<file path="src/rtl/rifl_rx_commit_buf.sv">
// Purpose : speculative RX frame buffer; commits a data frame only on a good
//           last-beat verdict, otherwise rewinds; drains over AXI-Stream.
// Latency : first beat of a committed frame is valid 2 cycles after its last
//           input beat.
// Backpr. : no input backpressure. A frame that cannot fit whole at sof is
//           skipped and flagged. The output holds while tvalid & ~tready.
// Ports   : clk/rst_n (sync, active-low); rx_* + crc_good from the validator;
//           m_axis_* master stream; overflow/frame_drop one-cycle pulses;
//           good_cnt/drop_cnt saturating stats.
module rifl_rx_commit_buf #(
  parameter int FRAME_WIDTH  = 256,
  parameter int DWIDTH       = 64,
  parameter int DEPTH_FRAMES = 4,
  parameter int STAT_WIDTH   = 16
) (
  input  logic                  clk,
  input  logic                  rst_n,
  input  logic                  rx_up,
  input  logic                  rx_valid,
  input  logic                  rx_sof,
  input  logic [DWIDTH-1:0]     rx_data,
  input  logic                  crc_good,
  output logic [DWIDTH-1:0]     m_axis_tdata,
  output logic                  m_axis_tvalid,
  output logic                  m_axis_tlast,
  input  logic                  m_axis_tready,
  output logic                  overflow,
  output logic                  frame_drop,
  output logic [STAT_WIDTH-1:0] good_cnt,
  output logic [STAT_WIDTH-1:0] drop_cnt
);

  localparam int BEATS   = FRAME_WIDTH / DWIDTH;
  localparam int ENTRIES = DEPTH_FRAMES * BEATS;
  localparam int AW      = $clog2(ENTRIES);
  localparam int PW      = AW + 1;                 // extra MSB separates full from empty
  localparam int BW      = (BEATS > 1) ? $clog2(BEATS) : 1;
  localparam logic [PW-1:0] FREE_LIMIT = PW'(ENTRIES - BEATS);
  localparam logic [BW-1:0] LAST_IDX   = BW'(BEATS - 1);

  typedef enum logic [1:0] {ST_IDLE, ST_FILL, ST_SKIP} state_t;

  state_t                r_state, w_state_nx;
  logic [BW-1:0]         r_bidx, w_bidx_nx;
  logic [PW-1:0]         r_spec_wptr, r_commit_wptr, r_rptr, r_fptr;
  logic [DWIDTH-1:0]     r_ram [ENTRIES];
  logic [DWIDTH-1:0]     r_out_dat;
  logic                  r_out_vld, r_out_last;
  logic                  r_ovf, r_drop;
  logic [STAT_WIDTH-1:0] r_good, r_dcnt;

  // write-side decode
  logic          w_sof, w_brk, w_free_ok, w_hdr_ok;
  logic          w_fill_abort, w_start_ovf, w_start_data, w_fill_beat;
  logic          w_last, w_commit, w_bad, w_drop, w_we;
  logic [PW-1:0] w_used, w_waddr, w_waddr_nx;
  // read side
  logic          w_avail, w_xfer, w_load, w_fetch_last;
  logic [STAT_WIDTH:0]   w_dsum;
  logic [STAT_WIDTH-1:0] w_dcnt_nx;

  // Occupancy is committed-but-unread beats; a read landing this same cycle
  // does not count as freed space.
  assign w_used    = r_commit_wptr - r_rptr;
  assign w_free_ok = (w_used <= FREE_LIMIT);
  assign w_hdr_ok  = (rx_data[DWIDTH-1 -: 2] == 2'b01);
  assign w_sof     = rx_valid & rx_sof & rx_up;
  // Anything that breaks a contiguous frame: gap, link down or a new sof.
  assign w_brk     = ~rx_valid | ~rx_up | rx_sof;

  // State register
  always_ff @(posedge clk) begin
    if (!rst_n) begin
      r_state <= ST_IDLE;
      r_bidx  <= '0;
    end else begin
      r_state <= w_state_nx;
      r_bidx  <= w_bidx_nx;
    end
  end

  // Next-state logic. A sof restarts framing from any state, so an aborted
  // frame and the frame that aborted it are handled in the same cycle.
  always_comb begin
    w_state_nx = r_state;
    w_bidx_nx  = r_bidx;
    case (r_state)
      ST_FILL, ST_SKIP: begin
        if (w_brk || (r_bidx == LAST_IDX)) w_state_nx = ST_IDLE;
        else                               w_bidx_nx  = r_bidx + BW'(1);
      end
      default: ;
    endcase
    if (w_sof) begin
      w_bidx_nx = BW'(1);
      if (BEATS == 1)        w_state_nx = ST_IDLE;
      else if (w_start_data) w_state_nx = ST_FILL;
      else                   w_state_nx = ST_SKIP;
    end
  end

  // Output decode of the write FSM
  always_comb begin
    w_fill_abort = (r_state == ST_FILL) & w_brk;
    w_start_ovf  = w_sof & ~w_free_ok;
    w_start_data = w_sof & w_free_ok & w_hdr_ok;
    w_fill_beat  = (r_state == ST_FILL) & ~w_brk;
    w_last       = (w_fill_beat & (r_bidx == LAST_IDX)) | (w_start_data & (BEATS == 1));
    w_commit     = w_last & crc_good;
    w_bad        = w_last & ~crc_good;
    w_drop       = w_fill_abort | w_bad;
    w_we         = w_start_data | w_fill_beat;
    // A new frame always starts at the commit point, which also covers the
    // cycle where the previous speculative frame is being rewound.
    w_waddr      = w_start_data ? r_commit_wptr : r_spec_wptr;
    w_waddr_nx   = w_waddr + PW'(1);
  end

  always_ff @(posedge clk) begin
    if (w_we) r_ram[w_waddr[AW-1:0]] <= rx_data;
  end

  assign w_avail      = (r_fptr != r_commit_wptr);
  assign w_xfer       = r_out_vld & m_axis_tready;
  assign w_load       = w_avail & (~r_out_vld | m_axis_tready);
  assign w_fetch_last = (BEATS == 1) ? 1'b1 : (r_fptr[BW-1:0] == LAST_IDX);

  // Overflow and drop can coincide (abort + full at the same sof): add both.
  assign w_dsum    = {1'b0, r_dcnt} + {{STAT_WIDTH{1'b0}}, w_start_ovf}
                                    + {{STAT_WIDTH{1'b0}}, w_drop};
  assign w_dcnt_nx = w_dsum[STAT_WIDTH] ? '1 : w_dsum[STAT_WIDTH-1:0];

  always_ff @(posedge clk) begin
    if (!rst_n) begin
      r_spec_wptr   <= '0;
      r_commit_wptr <= '0;
      r_rptr        <= '0;
      r_fptr        <= '0;
      r_out_dat     <= '0;
      r_out_vld     <= 1'b0;
      r_out_last    <= 1'b0;
      r_ovf         <= 1'b0;
      r_drop        <= 1'b0;
      r_good        <= '0;
      r_dcnt        <= '0;
    end else begin
      if (w_bad || (w_fill_abort && !w_start_data)) r_spec_wptr <= r_commit_wptr;
      else if (w_we)                                r_spec_wptr <= w_waddr_nx;
      if (w_commit) r_commit_wptr <= w_waddr_nx;

      // Single output register doubles as the RAM read register (FWFT).
      if (w_load) begin
        r_out_dat  <= r_ram[r_fptr[AW-1:0]];
        r_out_last <= w_fetch_last;
        r_out_vld  <= 1'b1;
        r_fptr     <= r_fptr + PW'(1);
      end else if (w_xfer) begin
        r_out_vld  <= 1'b0;
      end
      if (w_xfer) r_rptr <= r_rptr + PW'(1);

      r_ovf  <= w_start_ovf;
      r_drop <= w_drop;
      if (w_commit && (r_good != '1)) r_good <= r_good + STAT_WIDTH'(1);
      r_dcnt <= w_dcnt_nx;
    end
  end

  assign m_axis_tdata  = r_out_dat;
  assign m_axis_tvalid = r_out_vld;
  assign m_axis_tlast  = r_out_last;
  assign overflow      = r_ovf;
  assign frame_drop    = r_drop;
  assign good_cnt      = r_good;
  assign drop_cnt      = r_dcnt;

endmodule
</file>
<file path="config.mk">
export PLATFORM = sky130hd
export DESIGN_NAME = rifl_rx_commit_buf
export DESIGN_NICKNAME = d
export VERILOG_FILES = /design/src/rtl/rifl_rx_commit_buf.sv
export SDC_FILE = /design/constraint.sdc
export NUM_CORES = 1
export LEC_CHECK = 0
export CAP_MARGIN = 20
export CORE_MARGIN = 3
export CORE_UTILIZATION = 41
export DETAILED_ROUTE_END_ITERATION = 10
export DONT_BUFFER_PORTS = 1
export GPL_TIMING_DRIVEN = 0
export PLACE_DENSITY = 0.55
export SYNTH_ARGS = -nofsm -noshare
export SYNTH_HDL_FRONTEND = slang
export SYNTH_SLANG_ARGS = --single-unit
export TNS_END_PERCENT = 30
</file>
<file path="constraint.sdc">
create_clock -name clk -period 6.73 [get_ports clk]
set_clock_uncertainty 0.15 [all_clocks]
set_input_delay 1.346 -clock clk [delete_from_list [all_inputs] [get_ports clk]]
set_output_delay 1.346 -clock clk [all_outputs]
set_load 0.02 [all_outputs]
</file>
==> impl_metrics.json <==
{
  "slew_headroom_pct": 23.5,
  "r2r_slack_ns": 2.04,
  "ant_nets": 0,
  "post-synth-top-count-cell": "edfxtp_1",
  "syn2layout_area_growth_pct": 15.0,
  "gp_congestion": 0.796,
  "pre_cts_ws_ns": 1.62,
  "rr_worst_depth": 11,
  "synth.distinct_cells": 64,
  "ys_top_cells_by_area": "edfxtp_1, mux4_2, dfxtp_1",
  "die_y_um": 332,
  "drc": 0,
  "timing.final.crit_share_pct": 69.7,
  "ys_seq_elements": 1148,
  "avgSynthCellArea_sq_um": 20.7,
  "cts_sinks": 1148,
  "crit_family": "simple AND/OR/NAND/NOR gates",
  "worstPathArrival_ns": 4.90,
  "slowest_stage": "nor2b_4",
  "cts_made_buffers": 116,
  "period_needed_ns": 4.69,
  "slew_viol_final": 0,
  "fin_nets": 2359,
  "r2r_end": "r_ram[15][29]",
  "antenna_found_initial": 0,
  "worstSetupPathType": "flip-flop to flip-flop",
  "port_buffers": 0,
  "peakVddDrop_v": 0.000200,
  "fp.coreArea_sq_mm": 0.104,
  "register_area_sq_mm": 0.0332,
  "synth_edf_count": 1024,
  "clk_latency_ns": 0.69,
  "die-area_sq_mm": 0.110,
  "ios": 171,
  "worst_hold_path_type": "flip-flop to flip-flop",
  "overflow": 0,
  "dr.first_iter.drc_count": 1995,
  "fmax_mhz": 213,
  "grt_pass1_vias": 22900,
  "hold_viol_final": 0,
  "p_per_area_mw_per_mm2": 293,
  "clk_pin_slew_ns": 0.06,
  "drtPass1Iterations": 5,
  "die_w_um": 332,
  "tightestPinTransition_ns": 1.15,
  "wl_per_cell_um": 29.0,
  "worstPathMaxFanout": 22,
  "post_cts_buffers": 0,
  "yosys_warnings": 0,
  "grt_max_degree": 23,
  "crit_chain": "ha_1 > nor2b_1 > o211ai_1 > o311ai_2 > a211oi_4 > mux2_2 > ha_1 > clkbuf_1 > nor2b_4 > buf_12 > buf_12",
  "whs_path_depth": 2,
  "r2r-start": "r_commit_wptr[1]",
  "startpoint_type": "flip-flop",
  "run_status": "complete, no violations",
  "cts_tree": "built",
  "filler_cell_count": 8481,
  "path_buf_inv": 3,
  "multiInputGateArea_sq_mm": 0.00962,
  "cts_max_path_buffers": 3,
  "synth_area_leader_cell": "edfxtp_1",
  "synth_area_sq_mm": 0.0435,
  "vias": 21700,
  "clockRootBuffer": "clkbuf_16",
  "yosys-top-cells-count": "edfxtp_1, mux4_2, dfxtp_1, nand2_1",
  "async_flop_share_pct": 0,
  "yosysTopAreaCellShare_pct": 70.7,
  "yosysSeqAreaShare_pct": 76.5,
  "track_usage_pct": 19.7,
  "worstPathRequired_ns": 6.94,
  "synthFlopType": "edfxtp_1",
  "cts-resized-gates": 0,
  "htree_levels": 3,
  "drive_above_1_share_pct": 23.3,
  "wl_um": 109000,
  "holdPathEnd": "r_bidx[1]",
  "setup_viol": 0,
  "crit_path_max_incr_delay_ns": 0.80,
  "num_antenna_cells": 0,
  "p_leak_nw": 15.3,
  "rsz0062_at_grt": "false",
  "hpwl_um": 69500,
  "power_mw": 14.6,
  "grt_pass1_wl_um": 158000,
  "layout_setup_ws_ns": 2.04,
  "holdBufCountCts": 0,
  "hold_start": "r_bidx[1]",
  "drv_cap": 0,
  "synthCells": 2103,
  "num_rows": 118,
  "syn-num-nets": 2189,
  "end_kind": "flip-flop",
  "initial_core_util_pct": 41.6,
  "drt-vias-per-instance": 5.78
}
## sequential cells by signal, summed over array words and instances, names as in the netlist, 2 cells and up
| name | flops |
|---|---|
| drop_cnt | 16 |
| r_commit_wptr | 5 |
| r_fptr | 5 |
| r_ram | 1024 |
| good_cnt | 16 |
| r_state | 2 |
| r_spec_wptr | 5 |
| m_axis_tdata | 64 |
| r_rptr | 5 |
| r_bidx | 2 |
## stage by stage
step                area [sq um]   TNS, ns  hold WS [ns]  util (%)  instances
floorplan                  43500         0         0.303         -       2103
global placement           45200  -3721.18         0.329      43.3       3483
detailed placement         46400         0         0.324      44.5       3535
CTS                        50000         0         0.337      47.9       3752
global route               50000         0         0.372      47.9       3752
finish                     50000         0         0.331      47.9       3752
## cell families (layout without fill, tap and decap cells)
| kind of cell | Yosys count | in the layout | synth area share [%] |
|---|---|---|---|
| buffers and inverters | 146 | 415 | 1.70 |
| flip-flops | 1148 | 1148 | 76.5 |
| AND/OR/NAND/NOR | 220 | 220 | 2.39 |
| multiplexers | 262 | 262 | 13.4 |
| XOR/XNOR | 37 | 37 | 0.763 |
| adder cells (fa/ha/maj) | 15 | 15 | 0.449 |
| AO/OA/AOI/OAI | 275 | 275 | 4.83 |
## report_power, final
group | internal [mW] | total, mW | switching [mW]
registers | 7.79 | 7.87 | 0.0793
clock network | 3.41 | 6.05 | 2.63
logic | 0.352 | 0.710 | 0.358
total | 11.6 | 14.6 | 3.07
## final cells by class
type | instances | area share [%]
clock buffers | 146 | 6.16
well taps | 1380 | 3.45
plain buffers | 126 | 1.33
flip-flops and latches | 1148 | 66.5
inverters | 20 | 0.150
clock inverters | 71 | 0.964
multi-input cells | 809 | 19.2
repair buffers | 52 | 2.24
## worst reg2reg max path: stages, from the launching register on
cell and delay, ns:
dfxtp_1 0.49, ha_1 0.30, nor2b_1 0.18, o211ai_1 0.22, o311ai_2 0.19, a211oi_4 0.56, mux2_2 0.33, ha_1 0.16
clkbuf_1 0.43, nor2b_4 0.80, buf_12 0.29, buf_12 0.25
## metal layers
metal	share of wire (%)	vias to the layer above	wire [um]	GRT usage, %
li1	-	9172	-	-
met1	39	11700	42500	24.7
met2	50	717	54900	33.2
met3	8.2	132	8880	5.77
met4	2.3	0	2550	5.62
met5	0	-	0	0
## placed cells by master (no fill, tap or decap), types with 19 or more instances in the layout
master,n
nand3_1,22
a21oi_1,30
inv_1,19
a22o_1,65
dfxtp_1,124
o22ai_1,64
clkbuf_1,91
nor2_1,40
clkinv_2,23
a221oi_1,64
edfxtp_1,1024
buf_2,26
buf_12,38
xor2_1,21
mux4_2,256
clkinv_1,32
nand2_1,91
clkbuf_16,118
## worst max-delay path by stage
stage	from	end	slack, ns	cells past startpoint
5_1_grt	r_commit_wptr[1]	r_ram[15][29]	1.79	11
2_1_floorplan	rx_sof	r_ram[11][0]	0.36	8
3_3_place_gp	rx_sof	r_ram[7][18]	-3.94	8
6_report	r_commit_wptr[1]	r_ram[15][29]	2.04	11
3_5_place_dp	rx_sof	r_ram[15][17]	1.62	10
4_1_cts	r_commit_wptr[1]	r_ram[15][29]	2.08	11
(Power assumes the default switching activity.)
